$ cat src/rtl/uart_pkg.sv
// uart_pkg: shared parity encodings, FSM states and default baud divisor for the UART transmitter
package uart_pkg;
  localparam int PAR_NONE = 0;
  localparam int PAR_ODD = 1;
  localparam int PAR_EVEN = 2;
  localparam int DEFAULT_BAUD_DIV = 10417;
  typedef enum logic [2:0] {S_IDLE, S_START, S_DATA, S_PARITY, S_STOP} state_t;
endpackage

$ cat src/rtl/uart_fifo.sv
// uart_fifo: single-clock FIFO with registered full/empty flags derived from wrapped pointers
module uart_fifo #(
  parameter int WIDTH = 8,
  parameter int DEPTH = 4
) (
  input  logic             CLK,
  input  logic             RST_N,
  input  logic             i_push,
  input  logic [WIDTH-1:0] i_data,
  input  logic             i_pop,
  output logic [WIDTH-1:0] o_data,
  output logic             o_full,
  output logic             o_empty
);
  localparam int AW = $clog2(DEPTH);
  logic [WIDTH-1:0] r_mem [DEPTH];
  logic [AW:0] r_wr, r_rd, w_wr_nx, w_rd_nx;
  logic w_push, w_pop;
  assign w_push = i_push && !o_full;
  assign w_pop = i_pop && !o_empty;
  assign w_wr_nx = r_wr + (AW+1)'(w_push);
  assign w_rd_nx = r_rd + (AW+1)'(w_pop);
  assign o_data = r_mem[r_rd[AW-1:0]];
  always_ff @(posedge CLK or negedge RST_N)
    if (!RST_N) begin
      r_wr <= '0;
      r_rd <= '0;
      o_full <= 1'b0;
      o_empty <= 1'b1;
    end else begin
      r_wr <= w_wr_nx;
      r_rd <= w_rd_nx;
      o_full <= (w_wr_nx[AW] != w_rd_nx[AW]) && (w_wr_nx[AW-1:0] == w_rd_nx[AW-1:0]);
      o_empty <= w_wr_nx == w_rd_nx;
    end
  always_ff @(posedge CLK)
    if (w_push) r_mem[r_wr[AW-1:0]] <= i_data;
endmodule

$ cat src/rtl/uart_tx_frame.sv
// uart_tx_frame: FIFO-buffered UART transmitter with selectable width, parity and stop bits
module uart_tx_frame
  import uart_pkg::*;
#(
  parameter int DATA_BITS = 8,
  parameter int PARITY = PAR_NONE,
  parameter int STOP_BITS = 1,
  parameter int BAUD_DIV = DEFAULT_BAUD_DIV,
  parameter int FIFO_DEPTH = 4
) (
  input  logic                 CLK,
  input  logic                 RST_N,
  input  logic                 send,
  input  logic [DATA_BITS-1:0] send_data,
  output logic                 ready,
  output logic                 busy,
  output logic                 UART_TX
);
  localparam int TW = $clog2(BAUD_DIV);
  localparam int IW = $clog2(DATA_BITS + 1);
  localparam logic [TW-1:0] T_LAST = TW'(BAUD_DIV - 1);
  localparam logic [IW-1:0] I_LAST = IW'(DATA_BITS - 1);
  localparam logic S_LAST = 1'(STOP_BITS - 1);
  state_t r_state, w_state_nx;
  logic [TW-1:0] r_timer, w_timer_nx;
  logic [IW-1:0] r_bit_idx, w_bit_idx_nx;
  logic [DATA_BITS-1:0] r_shift, w_shift_nx, w_fifo_dout;
  logic r_stop_cnt, w_stop_cnt_nx, r_parity, w_parity_nx, r_tx, w_tx_nx, r_busy;
  logic w_pop, w_empty, w_full, w_bit_end;
  uart_fifo #(.WIDTH(DATA_BITS), .DEPTH(FIFO_DEPTH)) u_fifo (
    .CLK(CLK),
    .RST_N(RST_N),
    .i_push(send),
    .i_data(send_data),
    .i_pop(w_pop),
    .o_data(w_fifo_dout),
    .o_full(w_full),
    .o_empty(w_empty)
  );
  assign w_bit_end = r_timer == T_LAST;
  assign ready = !w_full;
  assign busy = r_busy;
  assign UART_TX = r_tx;
  always_comb begin
    w_state_nx = r_state;
    w_timer_nx = w_bit_end ? '0 : r_timer + 1'b1;
    w_bit_idx_nx = r_bit_idx;
    w_stop_cnt_nx = r_stop_cnt;
    w_shift_nx = r_shift;
    w_parity_nx = r_parity;
    w_pop = 1'b0;
    case (r_state)
      S_IDLE: begin
        w_timer_nx = '0;
        w_pop = !w_empty;
      end
      S_START: if (w_bit_end) w_state_nx = S_DATA;
      S_DATA: if (w_bit_end) begin
        w_shift_nx = r_shift >> 1;
        w_bit_idx_nx = r_bit_idx + 1'b1;
        if (r_bit_idx == I_LAST) w_state_nx = PARITY != PAR_NONE ? S_PARITY : S_STOP;
      end
      S_PARITY: if (w_bit_end) w_state_nx = S_STOP;
      S_STOP: if (w_bit_end) begin
        w_stop_cnt_nx = r_stop_cnt == S_LAST ? 1'b0 : 1'b1;
        if (r_stop_cnt == S_LAST) begin
          w_pop = !w_empty;
          w_state_nx = S_IDLE;
        end
      end
      default: w_state_nx = S_IDLE;
    endcase
    // a pop always launches a new frame, whether from IDLE or straight out of the last stop clock
    if (w_pop) begin
      w_state_nx = S_START;
      w_shift_nx = w_fifo_dout;
      w_parity_nx = (^w_fifo_dout) ^ (PARITY == PAR_ODD);
      w_bit_idx_nx = '0;
    end
    w_tx_nx = w_state_nx == S_START ? 1'b0 :
              w_state_nx == S_DATA ? w_shift_nx[0] :
              w_state_nx == S_PARITY ? w_parity_nx : 1'b1;
  end
  always_ff @(posedge CLK or negedge RST_N)
    if (!RST_N) begin
      r_state <= S_IDLE;
      r_timer <= '0;
      r_bit_idx <= '0;
      r_stop_cnt <= 1'b0;
      r_shift <= '0;
      r_parity <= 1'b0;
      r_tx <= 1'b1;
      r_busy <= 1'b0;
    end else begin
      r_state <= w_state_nx;
      r_timer <= w_timer_nx;
      r_bit_idx <= w_bit_idx_nx;
      r_stop_cnt <= w_stop_cnt_nx;
      r_shift <= w_shift_nx;
      r_parity <= w_parity_nx;
      r_tx <= w_tx_nx;
      r_busy <= w_state_nx != S_IDLE;
    end
endmodule

$ cat config.mk
export PLATFORM = sky130hd
export DESIGN_NAME = uart_tx_frame
export DESIGN_NICKNAME = d
export VERILOG_FILES = /design/src/rtl/uart_pkg.sv /design/src/rtl/uart_fifo.sv /design/src/rtl/uart_tx_frame.sv
export SDC_FILE = /design/constraint.sdc
export NUM_CORES = 1
export LEC_CHECK = 0
export ABC_AREA = 1
export BUFFER_PORTS_ARGS = -buffer_cell sky130_fd_sc_hd__buf_4
export CAP_MARGIN = 20
export CORE_MARGIN = 5
export CORE_UTILIZATION = 55
export CTS_CLUSTER_DIAMETER = 200
export DETAILED_ROUTE_END_ITERATION = 8
export PLACE_DENSITY_LB_ADDON = 0.08
export SYNTH_ARGS = -nofsm -noshare
export SYNTH_HDL_FRONTEND = slang
export SYNTH_SLANG_ARGS = --single-unit
$ cat constraint.sdc
create_clock -name CLK -period 2.11 [get_ports CLK]
set_input_delay 0.211 -clock CLK [delete_from_list [all_inputs] [get_ports CLK]]
set_output_delay 0.211 -clock CLK [all_outputs]
set_load 0.01 [all_outputs]
# ---- Word-level counts from Yosys, hierarchy flattened
# Memory sizes are Yosys's and may differ from the RTL's.
# Index checks and enable logic that the tools add are counted.
dict set report word_totals {
  input_bits 11
  mem_count 1
  ff_bits 41
  word_cells 68
  ram_bits 32
}
# name depth word_bits rd rd_clocked_by_memory_dff write_ports line_no
set memory_table {}
lappend memory_table {u_fifo.r_mem 4 8 1 0 1 uart_fifo.sv:16} ;# logic [WIDTH-1:0] r_mem [DEPTH];
dict set report op_classes {
  n_reduce_logical 12
  muxes 26
  n_eq_ne 12
  addsub 4
}
# operator n
set ops {}
lappend ops {{two-way mux 14 bit} 2}
lappend ops {{two-way mux 8 bit} 3}
lappend ops {{two-way mux 3 bit} 7}
lappend ops {{case mux 3 bit (5 select lines)} 1}
lappend ops {{adder 14 x 1 -> 14 bit, second input constant} 1}
lappend ops {{equality test 14 bit, second input constant} 1}
lappend ops {{equality test 3 x 2 -> 1 bit, second input constant} 4}
lappend ops {{two-way mux 4 bit} 3}
lappend ops {{two-way mux 1 bit} 9}
lappend ops {{parity 8 bit} 1}
lappend ops {{adder 3 x 1 -> 3 bit} 2}
lappend ops {{equality test 3 x 1 -> 1 bit, second input constant} 2}
lappend ops {{adder 4 x 1 -> 4 bit, second input constant} 1}
lappend ops {{equality test 4 x 3 -> 1 bit, second input constant} 1}
lappend ops {{AND reduction 2 bit} 2}
lappend ops {{nonzero test 2 bit} 2}
lappend ops {{equality test 3 bit} 1}
lappend ops {{equality test 3 bit, second input constant} 1}
lappend ops {{logical AND 1 bit} 3}
lappend ops {{zero test 3 bit} 1}
lappend ops {{nonzero test 3 bit} 1}
lappend ops {{equality test 2 bit} 1}
lappend ops {{zero test 1 bit} 2}
lappend ops {{case mux 1 bit (2 select lines)} 1}
lappend ops {{inequality test 1 bit} 1}

# ---- Logic depth before layout (Yosys ltp)
dict set report depth {
  depth_word 9
  depth_mapped 16
}

# ---- Cells and area by module
# From an unflattened synthesis, not the netlist that was laid out.
dict set report hier_totals {
  cells_unflattened 368
  area_unflattened_um2 3454.6
}
# module cells_each area_per_inst_um2 n_inst
set by_module_without_submodules {}
lappend by_module_without_submodules {uart_tx_frame 225 1765.4 1}
lappend by_module_without_submodules {uart_fifo 143 1689.1 1}

# ---- Worst setup path before layout
# Ideal clock, no wire load.
dict set report synth_path {
  kind {register to register}
  from {register r_timer[0]}
  to {register u_fifo.o_empty}
  period_less_slack_ps 1977
  setup_ps 67
  slack_ps 133
  path_stages_with_launch 15
  required_time_ps 2043
  t_arrival_ps 1910
  path_cell_list {dfrtp_1 > inv_1 > ha_1 > nand3_2 > nor2_2 > nand2b_4 > nand2_4 > nand2_8 > inv_4 > ha_1 > ha_1 > xor2_1 > xnor2_1 > inv_1 > nor2_1}
}
dict set report synth_between {
  elab_chain_len 6
}
# item line_no
set synth_rtl {}
lappend synth_rtl {{start: declaration} uart_tx_frame.sv:25} ;# logic [TW-1:0] r_timer, w_timer_nx;
lappend synth_rtl {{start signal: assignment} uart_tx_frame.sv:96} ;# r_timer <= w_timer_nx;
lappend synth_rtl {{equality test 14 bit} uart_tx_frame.sv:40} ;# assign w_bit_end = r_timer == T_LAST;
lappend synth_rtl {{two-way mux 1 bit} uart_tx_frame.sv:64} ;# S_STOP: if (w_bit_end) begin
lappend synth_rtl {{case mux 1 bit (2 select lines)} uart_tx_frame.sv:52} ;# case (r_state)
lappend synth_rtl {{logical AND 1 bit} uart_fifo.sv:20} ;# assign w_pop = i_pop && !o_empty;
lappend synth_rtl {{adder 3 x 1 -> 3 bit} uart_fifo.sv:22} ;# assign w_rd_nx = r_rd + (AW+1)'(w_pop);
lappend synth_rtl {{via u_fifo.w_rd_nx[2]} uart_fifo.sv:17} ;# logic [AW:0] r_wr, r_rd, w_wr_nx, w_rd_nx;
lappend synth_rtl {{equality test 3 bit} uart_fifo.sv:34} ;# o_empty <= w_wr_nx == w_rd_nx;
lappend synth_rtl {{end signal: assignment} uart_fifo.sv:34}
lappend synth_rtl {{end: declaration} uart_fifo.sv:13} ;# output logic o_empty
# The timed path passes the listed nets, and every way through them passes these cells.
# A chain may end at the register's enable or synchronous reset.

# ---- Worst setup path in the final report
# Ends and elaborated chain as after synthesis.

==> flow_metrics.tcl <==
set metrics [dict create \
    run_status "completed" \
    detailed_route_vias_per_instance 4.99 \
    timing.critical_path.required_ps 2390 \
    worst_hold_slack_ps 68.9 \
    drt_pass1_iterations 4 \
    initial_utilization 0.556 \
    synth_sequential_area_ratio 0.566 \
    core_area_um2 6240 \
    tightest_slew_ps 495 \
    antenna_violating_nets_post_route 0 \
    syn-num-nets 389 \
    tritoncts.num_buffers 9 \
    finalHoldViolCount 0 \
    timing_max_transition_violations_final 0 \
    postSynth.asyncResetShare 0.556 \
    cts_h_tree_lvls 3 \
    power.leakage_uw 0.00186 \
    yosys-top-cells-area "sky130_fd_sc_hd__edfxtp_1, sky130_fd_sc_hd__dfrtp_1, sky130_fd_sc_hd__nand2_1" \
    grt-ovfl-total 0 \
    critical_path_arrival_ps 2290 \
    post_drt_wl_per_cell_um 12.4 \
    synthesis.instances 371 \
    portBuffers 13 \
    path_clk_slew_ps 80 \
    footprint_of_the_multi_input_gates_um2 1300 \
    clockRootBuffer "sky130_fd_sc_hd__clkbuf_8" \
    place_congestion 0.814 \
    n_antenna_cell 0 \
    setup-violations-final 0 \
    yosys.area.top_type_share 0.277 \
    route.final.wire_length_um 6040 \
    die_x_um 89.4 \
    core.rowCount 29 \
    clock_sinks 72 \
    dp.cells 465 \
    layout.area.seq_um2 1960 \
    detail_route.drc_violations 0 \
    synth.distinct_cells 37 \
    track_usage 0.171 \
    synthMostInstantiatedCell "sky130_fd_sc_hd__nand2_1" \
    grt_pass1_wl_um 10300 \
    route.vias.total 2428 \
    postSynthRegisterBits 72 \
    post_route_cells_drive_above_1_share 0.205 \
    cts_buffer_depth 2 \
    post-route-period-util 0.951 \
    startpoint_type "register" \
    yosys_warning_total 0 \
    worstSkewPairLatency_ps 340 \
    io_pins 14 \
    yosysTopAreaCell "sky130_fd_sc_hd__edfxtp_1" \
    top_fanout_value_on_the_critical_path 10 \
    drv.max_cap_violation_count 0 \
    slew-limit-headroom 0.670 \
    fmax_mhz 498 \
    fill_cells 516 \
    nNetsFinal 423 \
    hold_path_class "in -> reg" \
    synth.avg_cell_area_um2 9.35 \
    detailed_place_hpwl_um 4330 \
    synth_enable_flop_cells 32 \
    cts_tree "built" \
    r2r_slack_ps 100 \
    p_per_area_nw_per_um2 1290 \
    die_area_um2 8000 \
    design_power_total_uw 5100 \
    grt_start_max_net_pins 41 \
    synthTopCellsByCount "sky130_fd_sc_hd__nand2_1, sky130_fd_sc_hd__dfrtp_1, sky130_fd_sc_hd__inv_1, sky130_fd_sc_hd__edfxtp_1, sky130_fd_sc_hd__nand3_1" \
    final-instance-count-excl-fill 487 \
    floorplan.die.height_um 89.4 \
    antenna_found_initial 0 \
    detailedRoute.firstIterationViolations 99 \
    post_synth_instance_area_um2 3470 \
    postSynth.topFlopCell "sky130_fd_sc_hd__dfrtp_1" \
    vdd.ir_drop.worst_mv 0.829 \
    crit_type "reg -> reg" \
    setup_tns_ps 0 \
    final_period_minus_worst_setup_slack_ps 2010 \
    fin_util 0.635 \
    grt_pass1_vias 2364 \
    worstSetupEndpointType "register" \
    final.setup_skew_ps 5.64 \
    areaGrowthSynthToFinish_pct 14.1 \
]
where the power goes:
group / internal [µW] / leakage, µW / switching (µW)
registers: 1820 / 0.000800 / 162
clock network: 607 / 0.000106 / 496
logic: 764 / 0.000958 / 1250
critical path: stages (launching register included):
cell and delay [ps]:
sky130_fd_sc_hd__dfrtp_1 380, sky130_fd_sc_hd__inv_1 70, sky130_fd_sc_hd__ha_2 180, sky130_fd_sc_hd__nand3_2 100
sky130_fd_sc_hd__nor2_4 110, sky130_fd_sc_hd__nand2b_4 80, sky130_fd_sc_hd__nand2_4 90, sky130_fd_sc_hd__nand2_8 80
sky130_fd_sc_hd__inv_4 60, sky130_fd_sc_hd__ha_2 180, sky130_fd_sc_hd__ha_4 130, sky130_fd_sc_hd__xor2_2 170
sky130_fd_sc_hd__xnor2_1 160, sky130_fd_sc_hd__inv_1 80, sky130_fd_sc_hd__nor2_2 80
flip-flops by register name, summed over array words and instances (netlist names):
register,cells
u_fifo.o_empty,1
u_fifo.r_mem,32
r_bit_idx,4
u_fifo.o_full,1
r_timer,14
UART_TX,1
r_state,3
r_shift,8
u_fifo.r_rd,3
busy,1
u_fifo.r_wr,3
r_parity,1
path summary, 6_finish.rpt:
check	from	end	cells past startpoint
worst max-delay path	r_timer[0]$_DFF_PN0_	u_fifo.o_empty$_DFF_PN1_	14
worst min-delay path	send_data[1]	u_fifo.r_mem[2][1]$_DFFE_PP_	1
max in group asynchronous	RST_N	UART_TX$_DFF_PN1_	2
worst min register to register	u_fifo.r_wr[2]$_DFF_PN0_	u_fifo.r_wr[2]$_DFF_PN0_	1
worst max register to register	r_timer[0]$_DFF_PN0_	u_fifo.o_empty$_DFF_PN1_	14
min in group asynchronous	RST_N	r_timer[12]$_DFF_PN0_	2
through the flow:
| stage | setup WS [ps] | instance area (µm²) |
|---|---|---|
| 3_5_place_dp | -25.9 | 3670 |
| 3_3_place_gp | 131 | 3670 |
| 6_report | 103 | 3960 |
| 4_1_cts | 16.9 | 3890 |
| 2_1_floorplan | 133 | 3470 |
| 5_1_grt | -29.6 | 3960 |
placed cells by master (no fill, tap or decap), types with 2 or more instances in the layout:
master,instances
sky130_fd_sc_hd__nand3_2,3
sky130_fd_sc_hd__nor3_2,2
sky130_fd_sc_hd__xor2_1,4
sky130_fd_sc_hd__nor2_2,4
sky130_fd_sc_hd__inv_4,2
sky130_fd_sc_hd__inv_1,36
sky130_fd_sc_hd__nand2_1,119
sky130_fd_sc_hd__dfstp_2,2
sky130_fd_sc_hd__o21ai_0,8
sky130_fd_sc_hd__ha_1,4
sky130_fd_sc_hd__nand2_2,12
sky130_fd_sc_hd__nor3_1,10
sky130_fd_sc_hd__nand3_1,27
sky130_fd_sc_hd__a21oi_1,9
sky130_fd_sc_hd__buf_4,28
sky130_fd_sc_hd__xnor2_1,4
sky130_fd_sc_hd__edfxtp_1,32
sky130_fd_sc_hd__dfrtp_1,38
sky130_fd_sc_hd__nand4_1,2
sky130_fd_sc_hd__nor2_1,19
sky130_fd_sc_hd__clkinv_2,2
sky130_fd_sc_hd__ha_2,2
sky130_fd_sc_hd__inv_2,6
sky130_fd_sc_hd__o221ai_1,6
sky130_fd_sc_hd__clkbuf_8,11
final cells by class:
cell class / instances / area share
flip-flops and latches: 72 / 0.496
multi-input cells: 249 / 0.329
repair buffers: 29 / 0.0556
inverters: 44 / 0.0436
clock buffers: 11 / 0.0382
well taps: 77 / 0.0243
clock inverters: 5 / 0.0136
metal layers:
metal  up-vias  wire length [µm]  GRT usage
met4         0               150     0.0758
li1       1269                 -          -
met2        26              2850      0.280
met1      1117              2900      0.220
met3        16               140     0.0332
met5         -                 0          0
what timing repair did:
action / 4_1_cts / 5_1_grt
buffers inserted: 0 / 5
endpoints found under the setup margin: 1 / 2
pin swaps: 0 / 4
cloned: 0 / 0
endpoints found under the hold margin: 38 / 0
hold buffers: 1 / 0
resized for setup: 1 / 7
cells by family (layout without fill, tap and decap cells):
| family | Yosys count | after routing | synth area share |
|---|---|---|---|
| buf+inv | 50 | 89 | 0.0689 |
| fa+ha+maj | 7 | 7 | 0.0252 |
| simple gates | 207 | 207 | 0.272 |
| flops | 72 | 72 | 0.566 |
| xor+xnor | 9 | 9 | 0.0227 |
| compound gates | 26 | 26 | 0.0447 |
Note: power is estimated with default switching activity, not from simulation.
